===== src/rtl/cr_had_dbgreq_ctrl.sv =====
// cr_had_dbgreq_ctrl: debug-entry request controller between the breakpoint
// unit / HAD register file and the IU debug interface. Arbitrates halt and
// breakpoint requests, raises the debug-mode request to the core, waits for
// the ack with a timeout, tracks the debug exit handshake and records the
// entry cause.
// Optional feature: define CR_HAD_BKPT_HIT_CNT_EN to enable the breakpoint
// hit-skip counter (breakpoint requests are dropped while it is non-zero).
module cr_had_dbgreq_ctrl #(
    parameter int unsigned ACK_TMO_CYC = 16,
    parameter int unsigned CNT_W       = 8
) (
    input  logic             cpuclk,
    input  logic             hadrst,
    input  logic             regs_ctrl_dr,
    input  logic             regs_ctrl_exit,
    input  logic             bkpt_ctrl_req,
    input  logic             bkpt_ctrl_inst_fetch_dbq_req,
    input  logic             iu_yy_xx_dbgon,
    input  logic             regs_bkpt_cnt_wr,
    input  logic [CNT_W-1:0] regs_bkpt_cnt,
    output logic             had_core_dbg_mode_req,
    output logic             had_core_exit_dbg_req,
    output logic [2:0]       had_regs_dbg_cause,
    output logic             had_regs_ack_tmo,
    output logic [CNT_W-1:0] had_regs_bkpt_cnt_cur
);

    typedef enum logic [1:0] {
        ST_IDLE,
        ST_WAIT_ACK,
        ST_DBG,
        ST_EXIT
    } state_t;

    localparam logic [2:0] CAUSE_HALT = 3'd1;
    localparam logic [2:0] CAUSE_DBKP = 3'd2;
    localparam logic [2:0] CAUSE_IBKP = 3'd3;
    localparam logic [7:0] TMO_LAST   = 8'(ACK_TMO_CYC - 1);

    state_t     state_q, state_d;
    logic       req_q, req_d;
    logic       exit_q, exit_d;
    logic [2:0] cause_q, cause_d;
    logic       tmo_q, tmo_d;
    logic [7:0] tmo_cnt_q, tmo_cnt_d;

    logic       bkpt_any;
    logic [2:0] bkpt_code;
    logic       bkpt_ok;
    logic       bkpt_skip;

    // Breakpoint source selection: data breakpoint outranks instruction breakpoint
    always_comb begin
        bkpt_any  = bkpt_ctrl_req | bkpt_ctrl_inst_fetch_dbq_req;
        bkpt_code = bkpt_ctrl_req ? CAUSE_DBKP : CAUSE_IBKP;
    end

`ifdef CR_HAD_BKPT_HIT_CNT_EN
    logic [CNT_W-1:0] cnt_q, cnt_d;

    // Hit-skip counter: a load beats a decrement; decrement saturates at zero
    always_comb begin
        bkpt_ok = (cnt_q == '0);
        cnt_d   = cnt_q;
        if (regs_bkpt_cnt_wr) begin
            cnt_d = regs_bkpt_cnt;
        end else if (bkpt_skip && (cnt_q != '0)) begin
            cnt_d = cnt_q - CNT_W'(1);
        end
    end

    // Hit-skip counter register
    always_ff @(posedge cpuclk) begin
        if (hadrst) begin
            cnt_q <= '0;
        end else begin
            cnt_q <= cnt_d;
        end
    end

    assign had_regs_bkpt_cnt_cur = cnt_q;
`else
    logic unused_cnt_in;

    // Counter absent: every breakpoint request is eligible, load ports unused
    always_comb begin
        bkpt_ok       = 1'b1;
        unused_cnt_in = regs_bkpt_cnt_wr ^ (^regs_bkpt_cnt) ^ bkpt_skip;
    end

    assign had_regs_bkpt_cnt_cur = '0;
`endif

    // Next-state and registered-output computation
    always_comb begin
        state_d   = state_q;
        req_d     = req_q;
        exit_d    = exit_q;
        cause_d   = cause_q;
        tmo_d     = tmo_q;
        tmo_cnt_d = tmo_cnt_q;
        bkpt_skip = 1'b0;

        unique case (state_q)
            ST_IDLE: begin
                req_d  = 1'b0;
                exit_d = 1'b0;
                if (iu_yy_xx_dbgon) begin
                    // core entered debug by another path; cause left as is
                    state_d = ST_DBG;
                end else if (regs_ctrl_dr) begin
                    state_d   = ST_WAIT_ACK;
                    req_d     = 1'b1;
                    cause_d   = CAUSE_HALT;
                    tmo_cnt_d = '0;
                end else if (bkpt_any) begin
                    if (bkpt_ok) begin
                        state_d   = ST_WAIT_ACK;
                        req_d     = 1'b1;
                        cause_d   = bkpt_code;
                        tmo_cnt_d = '0;
                    end else begin
                        bkpt_skip = 1'b1;
                    end
                end
            end
            ST_WAIT_ACK: begin
                if (iu_yy_xx_dbgon) begin
                    state_d = ST_DBG;
                    req_d   = 1'b0;
                    tmo_d   = 1'b0;
                end else if (tmo_cnt_q == TMO_LAST) begin
                    state_d = ST_IDLE;
                    req_d   = 1'b0;
                    tmo_d   = 1'b1;
                end else begin
                    tmo_cnt_d = tmo_cnt_q + 8'd1;
                end
            end
            ST_DBG: begin
                if (regs_ctrl_exit) begin
                    state_d = ST_EXIT;
                    exit_d  = 1'b1;
                end
            end
            ST_EXIT: begin
                if (!iu_yy_xx_dbgon) begin
                    state_d = ST_IDLE;
                    exit_d  = 1'b0;
                end
            end
            default: begin
                state_d = ST_IDLE;
                req_d   = 1'b0;
                exit_d  = 1'b0;
            end
        endcase
    end

    // State and output registers
    always_ff @(posedge cpuclk) begin
        if (hadrst) begin
            state_q   <= ST_IDLE;
            req_q     <= 1'b0;
            exit_q    <= 1'b0;
            cause_q   <= '0;
            tmo_q     <= 1'b0;
            tmo_cnt_q <= '0;
        end else begin
            state_q   <= state_d;
            req_q     <= req_d;
            exit_q    <= exit_d;
            cause_q   <= cause_d;
            tmo_q     <= tmo_d;
            tmo_cnt_q <= tmo_cnt_d;
        end
    end

    assign had_core_dbg_mode_req = req_q;
    assign had_core_exit_dbg_req = exit_q;
    assign had_regs_dbg_cause    = cause_q;
    assign had_regs_ack_tmo      = tmo_q;

endmodule


===== config.mk =====
export PLATFORM = sky130hd
export DESIGN_NAME = cr_had_dbgreq_ctrl
export DESIGN_NICKNAME = d
export VERILOG_FILES = /design/src/rtl/cr_had_dbgreq_ctrl.sv
export SDC_FILE = /design/constraint.sdc
export NUM_CORES = 1
export LEC_CHECK = 0
export ABC_AREA = 1
export CAP_MARGIN = 20
export CORE_MARGIN = 3
export CORE_UTILIZATION = 38
export DETAILED_ROUTE_END_ITERATION = 6
export GPL_ROUTABILITY_DRIVEN = 0
export GPL_TIMING_DRIVEN = 0
export PLACE_DENSITY = 0.64
export SETUP_SLACK_MARGIN = 0.1
export SLEW_MARGIN = 20
export SYNTH_ARGS = -nofsm -noshare
export SYNTH_HDL_FRONTEND = slang
export SYNTH_SLANG_ARGS = --single-unit

===== constraint.sdc =====
create_clock -name cpuclk -period 1.5 [get_ports cpuclk]
set_input_delay 0.225 -clock cpuclk [delete_from_list [all_inputs] [get_ports cpuclk]]
set_output_delay 0.225 -clock cpuclk [all_outputs]
set_load 0.05 [all_outputs]

== After elaboration in Yosys (flattened, before gate mapping) ==
Cells that the tools add are included.

* Add/sub/neg operators: 1
* Multipliers: 0
* Div/mod/pow operators: 0
* Order comparisons: 0
* Equal/unequal tests: 12
* Shifts and indexed selects: 0
* Mux-type cells: 28
* Bitwise gates (word level): 2
* Reduce and logical (&&, ||, !) cells: 11

{| class="wikitable"
|+ Operator list
! kind !! number
|-
| two-way mux 8 bit || 5
|-
| case mux 8 bit (2 select lines) || 1
|-
| two-way mux 2 bit || 7
|-
| two-way mux 1 bit || 10
|-
| inequality test 2 bit (second input constant) || 5
|-
| adder 8 x 1 -> 8 bit (second input constant) || 1
|-
| == test 8 x 4 -> 1 bit (second input constant) || 1
|-
| case mux 2 bit (4 select lines) || 1
|-
| two-way mux 3 bit || 2
|-
| inequality test 3 bit (second input constant) || 2
|-
| AND reduction 3 bit || 2
|-
| nonzero test 2 bit || 3
|-
| AND reduction 5 bit || 1
|-
| == test 2 bit (second input constant) || 2
|-
| inequality test 4 bit (second input constant) || 1
|-
| AND reduction 2 bit || 2
|-
| AND reduction 4 bit || 1
|-
| case mux 1 bit (3 select lines) || 1
|-
| nonzero test 3 bit || 1
|-
| == test 2 x 1 -> 1 bit (second input constant) || 1
|-
| zero test 2 bit || 1
|-
| case mux 1 bit (2 select lines) || 1
|-
| inverter 1 bit || 1
|-
| bitwise OR 1 bit || 1
|}

* Register bits after elaboration: 16
* Bits in latches: 0
* RAM bits: 0
* ROM bits: 0
* Input bits: 16
* Output and inout port bits: 14
* Word-level logic and storage cells: 60
* Memories kept: 0

== Logic depth before layout (Yosys ltp) ==
* Word-level depth: 5
* Gate-level depth with buffers: 10

== Worst setup path before layout ==
OpenSTA, ideal clock, no wires.

* Path type: register to register
* From: reg tmo_cnt_q[0]
* To: reg state_q[0]
* Setup time: 0.114 ns
* Data arrival time: 1.179 ns
* Data required time: 1.386 ns
* Setup slack: 0.208 ns
* Stages on the path, launching flop included: 10
* Path through: dfxtp_1 ha_1 nand2_2 nor2_2 nand3_2 nand3_2 buf_6 nand2_4 o21bai_1 inv_1

* Cells in the longest elaborated chain, start to end: 3

{| class="wikitable"
|+ RTL lines
! element !! line !! RTL
|-
| start, declared || 45 || <nowiki>logic [7:0] tmo_cnt_q, tmo_cnt_d;</nowiki>
|-
| start signal, assigned || 175 || <nowiki>tmo_cnt_q <= tmo_cnt_d;</nowiki>
|-
| == test 8 x 4 -> 1 bit || 132 || <nowiki>end else if (tmo_cnt_q == TMO_LAST) begin</nowiki>
|-
| inequality test 3 bit (no source line) || -- ||
|-
| AND reduction 4 bit (no source line) || -- ||
|-
| end signal, assigned || 170 || <nowiki>state_q <= state_d;</nowiki>
|-
| end, declared || 40 || <nowiki>state_t state_q, state_d;</nowiki>
|}

No other way between the ends.
A chain may end at the register's enable or synchronous reset.

== Worst setup path in the final report ==
* From: reg cause_q[0], in the netlist had_regs_dbg_cause[0]
* To: out had_regs_dbg_cause[0]

{| class="wikitable"
|+ RTL lines
! element !! line !! RTL
|-
| start, declared || 43 || <nowiki>logic [2:0] cause_q, cause_d;</nowiki>
|-
| start signal, assigned || 173 || <nowiki>cause_q <= cause_d;</nowiki>
|-
| end, declared || 23 || <nowiki>output logic [2:0] had_regs_dbg_cause,</nowiki>
|}

No word-level cell between the ends.

==> results.yml <==
hold_path:
  hold_depth: 2
  hp-class: "reg -> reg"
setup_path:
  crit_chain: "clkdlybuf4s15_1"
  setup.worst_path.end_class: "output port"
  cp_top_family: "buffers and inverters"
  crit_type: "reg -> out"
  worstPathArrival_ns: 1.12
  slowest_stage: "clkdlybuf4s15_1"
  cpPeakStageDelay_ns: 0.50
  critPathBufInv: 1
  crit_cells: 1
  cp.required_ns: 1.27
  reg2reg_depth: 9
  crit_fanout: 2
  startpoint_type: "flop"
layout:
  multi_input_area_um2: 531.8
  n_antenna_cell: 0
  layout-drive-gt1-share: 0.2470
  fin_area_mm2: 0.001180
  fill_cells: 227
  nets: 184
  utilization: 0.5184
  area_growth_pct: 26.92
  regArea_um2: 302.8
die:
  rows: 17
  core_area_mm2: 0.002276
  pin_count: 30
  dieWidth_um: 55.46
  start_util: 0.4085
  dieArea_mm2: 0.003076
  die_h_um: 55.46
logic_synthesis:
  synth.area.top_cells: "dfxtp_1 (32%), nand2_1 (13%), buf_4 (7.3%), a21oi_1 (6.5%), nand3_1 (6.5%)"
  yosysWarnings: 0
  avgSynthCellArea_um2: 6.737
  synth_cells: 138
  synth_cell_type_count: 26
  yosysTopAreaCellShare: 0.3230
  synth-seq-area-share: 0.3230
  synth_top_cell_by_area: "dfxtp_1"
  mappedNetlistArea_um2: 929.6
  ys_ff_latch: 15
sta:
  worst_slew_pin_slew_ns: 0.5127
  finalSetupViolCount: 0
  fmax_ghz: 0.7414
  post-route-period-util: 0.8992
  hold_viol_final: 0
  rsz0062_at_grt: "true"
  clock_skew_ns: 0.01177
  fin_crit_ns: 1.349
  tns_ns: 0
  report.final.slew_viol_count: 0
  slew-limit-headroom: 0.6582
  whs_ns: 0.4636
power_and_ir_drop:
  powerDensity_mw_per_mm2: 877.5
  leakage_nw: 0.5536
  peakVddDrop_v: 0.0009026
global_route:
  antenna_found_initial: 0
  grt_usage: 0.1316
  grt_remaining_overflow: 0
  grt_max_degree: 11
  grt_pass1_vias: 749
  grt_pass1_wl_um: 3208
drt:
  viasPerCell: 4.675
  firstDrtPassIters: 4
  ant_nets: 0
  via_count: 907
  drcViolationCount: 0
  routedWlPerCell_um: 10.28
  drt_first_iter_violations: 28
  drt-total-wl_um: 1994
placement:
  port_buffers: 11
  dpl_cell_area_mm2: 0.001105
  dpl.hpwl_um: 1460
clock_network:
  clockBufferDepth: 2
  clkSlewWorstSetupHoldPaths_ns: 0.09
  cts-root-buf: "clkbuf_4"
  cts_tree: "built"
  cts_max_level: 1
  clkSinkCount: 15
  numCtsBuffers: 3
  clkLatencyLatePin_ns: 0.29
run:
  cap_violations: 0
run_status:
  status: "finished, final reports clean"
cells in the mapped netlist:
| cell type | n |
|---|---|
| inv_4 | 1 |
| nand3b_1 | 1 |
| inv_2 | 4 |
| dfxtp_1 | 15 |
| o21bai_1 | 3 |
| nor2_4 | 2 |
| buf_6 | 1 |
| clkbuf_1 | 1 |
| nand3_2 | 2 |
| o21ai_0 | 3 |
| conb_1 | 1 |
| nor3_2 | 1 |
| nor3b_1 | 2 |
| buf_4 | 9 |
| nand2_4 | 1 |
| nor2_2 | 1 |
| nor2_1 | 14 |
| ha_1 | 1 |
| nand3_1 | 12 |
| nand2_1 | 32 |
| o211ai_1 | 1 |
| nor3_1 | 1 |
| a21oi_1 | 12 |
| a31oi_1 | 1 |
| inv_1 | 13 |
| nand2_2 | 3 |
layout make-up:
type | count | area share
Buffer | 11 | 0.06999
Clock buffer | 3 | 0.01909
Clock inverter | 1 | 0.004242
Inverter | 18 | 0.05939
Multi-Input combinational cell | 102 | 0.4507
Sequential cell | 15 | 0.2566
Tap cell | 28 | 0.02969
Timing Repair Buffer | 16 | 0.1103
per-stage QoR:
stage	std cells	power [W]	setup slack (ns)
after floorplan	146	0.0007140	0.2078
after global placement	185	0.0007917	-0.1300
after detailed placement	185	0.0007933	-0.1424
after CTS	191	0.001039	0.09686
after global routing	194	0.001100	0.07666
final	194	0.001035	0.1513
sequential cells by signal, indices dropped and copies added (netlist names):
| register | flops |
|---|---|
| had_core_dbg_mode_req | 1 |
| had_core_exit_dbg_req | 1 |
| had_regs_ack_tmo | 1 |
| had_regs_dbg_cause | 2 |
| state_q | 2 |
| tmo_cnt_q | 8 |
timing repair:
action / CTS / global route
setup endpoints to repair: 14 / 13
pin swaps: 0 / 1
gates cloned: 0 / 1
hold buffers: 0 / 0
gates resized for setup: 10 / 10
buffers inserted: 2 / 2
power breakdown:
part | internal (W) | switching [W]
sequential | 0.000425 | 0.0000224
clock | 0.0000991 | 0.000140
combinational | 0.000111 | 0.000238
final timing paths:
path / start / slack [ns] / endpoint
worst min-delay path: had_regs_dbg_cause[1]$_SDFFE_PP0P_ / 0.46 / had_regs_dbg_cause[1]$_SDFFE_PP0P_
worst max register to register: tmo_cnt_q[0]$_SDFFE_PP0P_ / 0.17 / state_q[0]$_SDFFE_PP0P_
worst min register to register: had_regs_dbg_cause[1]$_SDFFE_PP0P_ / 0.46 / had_regs_dbg_cause[1]$_SDFFE_PP0P_
worst max-delay path: had_regs_dbg_cause[0]$_SDFFE_PP0P_ / 0.15 / had_regs_dbg_cause[0]
layer usage:
| layer | share of wire | wire, µm | up-vias | track usage |
|---|---|---|---|---|
| li1 | - | - | 480 | - |
| met3 | 0.050 | 100 | 0 | 0.05607 |
| met2 | 0.49 | 972 | 16 | 0.2128 |
| met4 | 0 | 0 | 0 | 0.04167 |
| met1 | 0.46 | 921 | 411 | 0.1565 |
| met5 | 0 | 0 | - | 0 |
kinds of logic after synthesis:
kind of cell / share of synthesized area
buf+inv: 0.1642
compound gates: 0.1198
flops: 0.3230
fa+ha+maj: 0.01346
simple gates: 0.3755
other cells: 0.004034
placed cells by master, fill, tap and decap left out, types with 2 or more instances in the layout:
cell type and count:
nand2_1 32, nand3_1 12, buf_4 13, inv_2 5, clkbuf_2 3, dfxtp_1 13, a21oi_1 12, nor3b_1 2
nand2_2 2, o21ai_0 3, inv_1 12, clkbuf_4 3, clkdlybuf4s50_1 6, clkdlybuf4s15_1 2, nor2_4 2, o21bai_1 3
conb_1 9, nand2_4 2, nor2_1 14, dfxtp_2 2
Note: power is estimated with default switching activity, not from simulation.
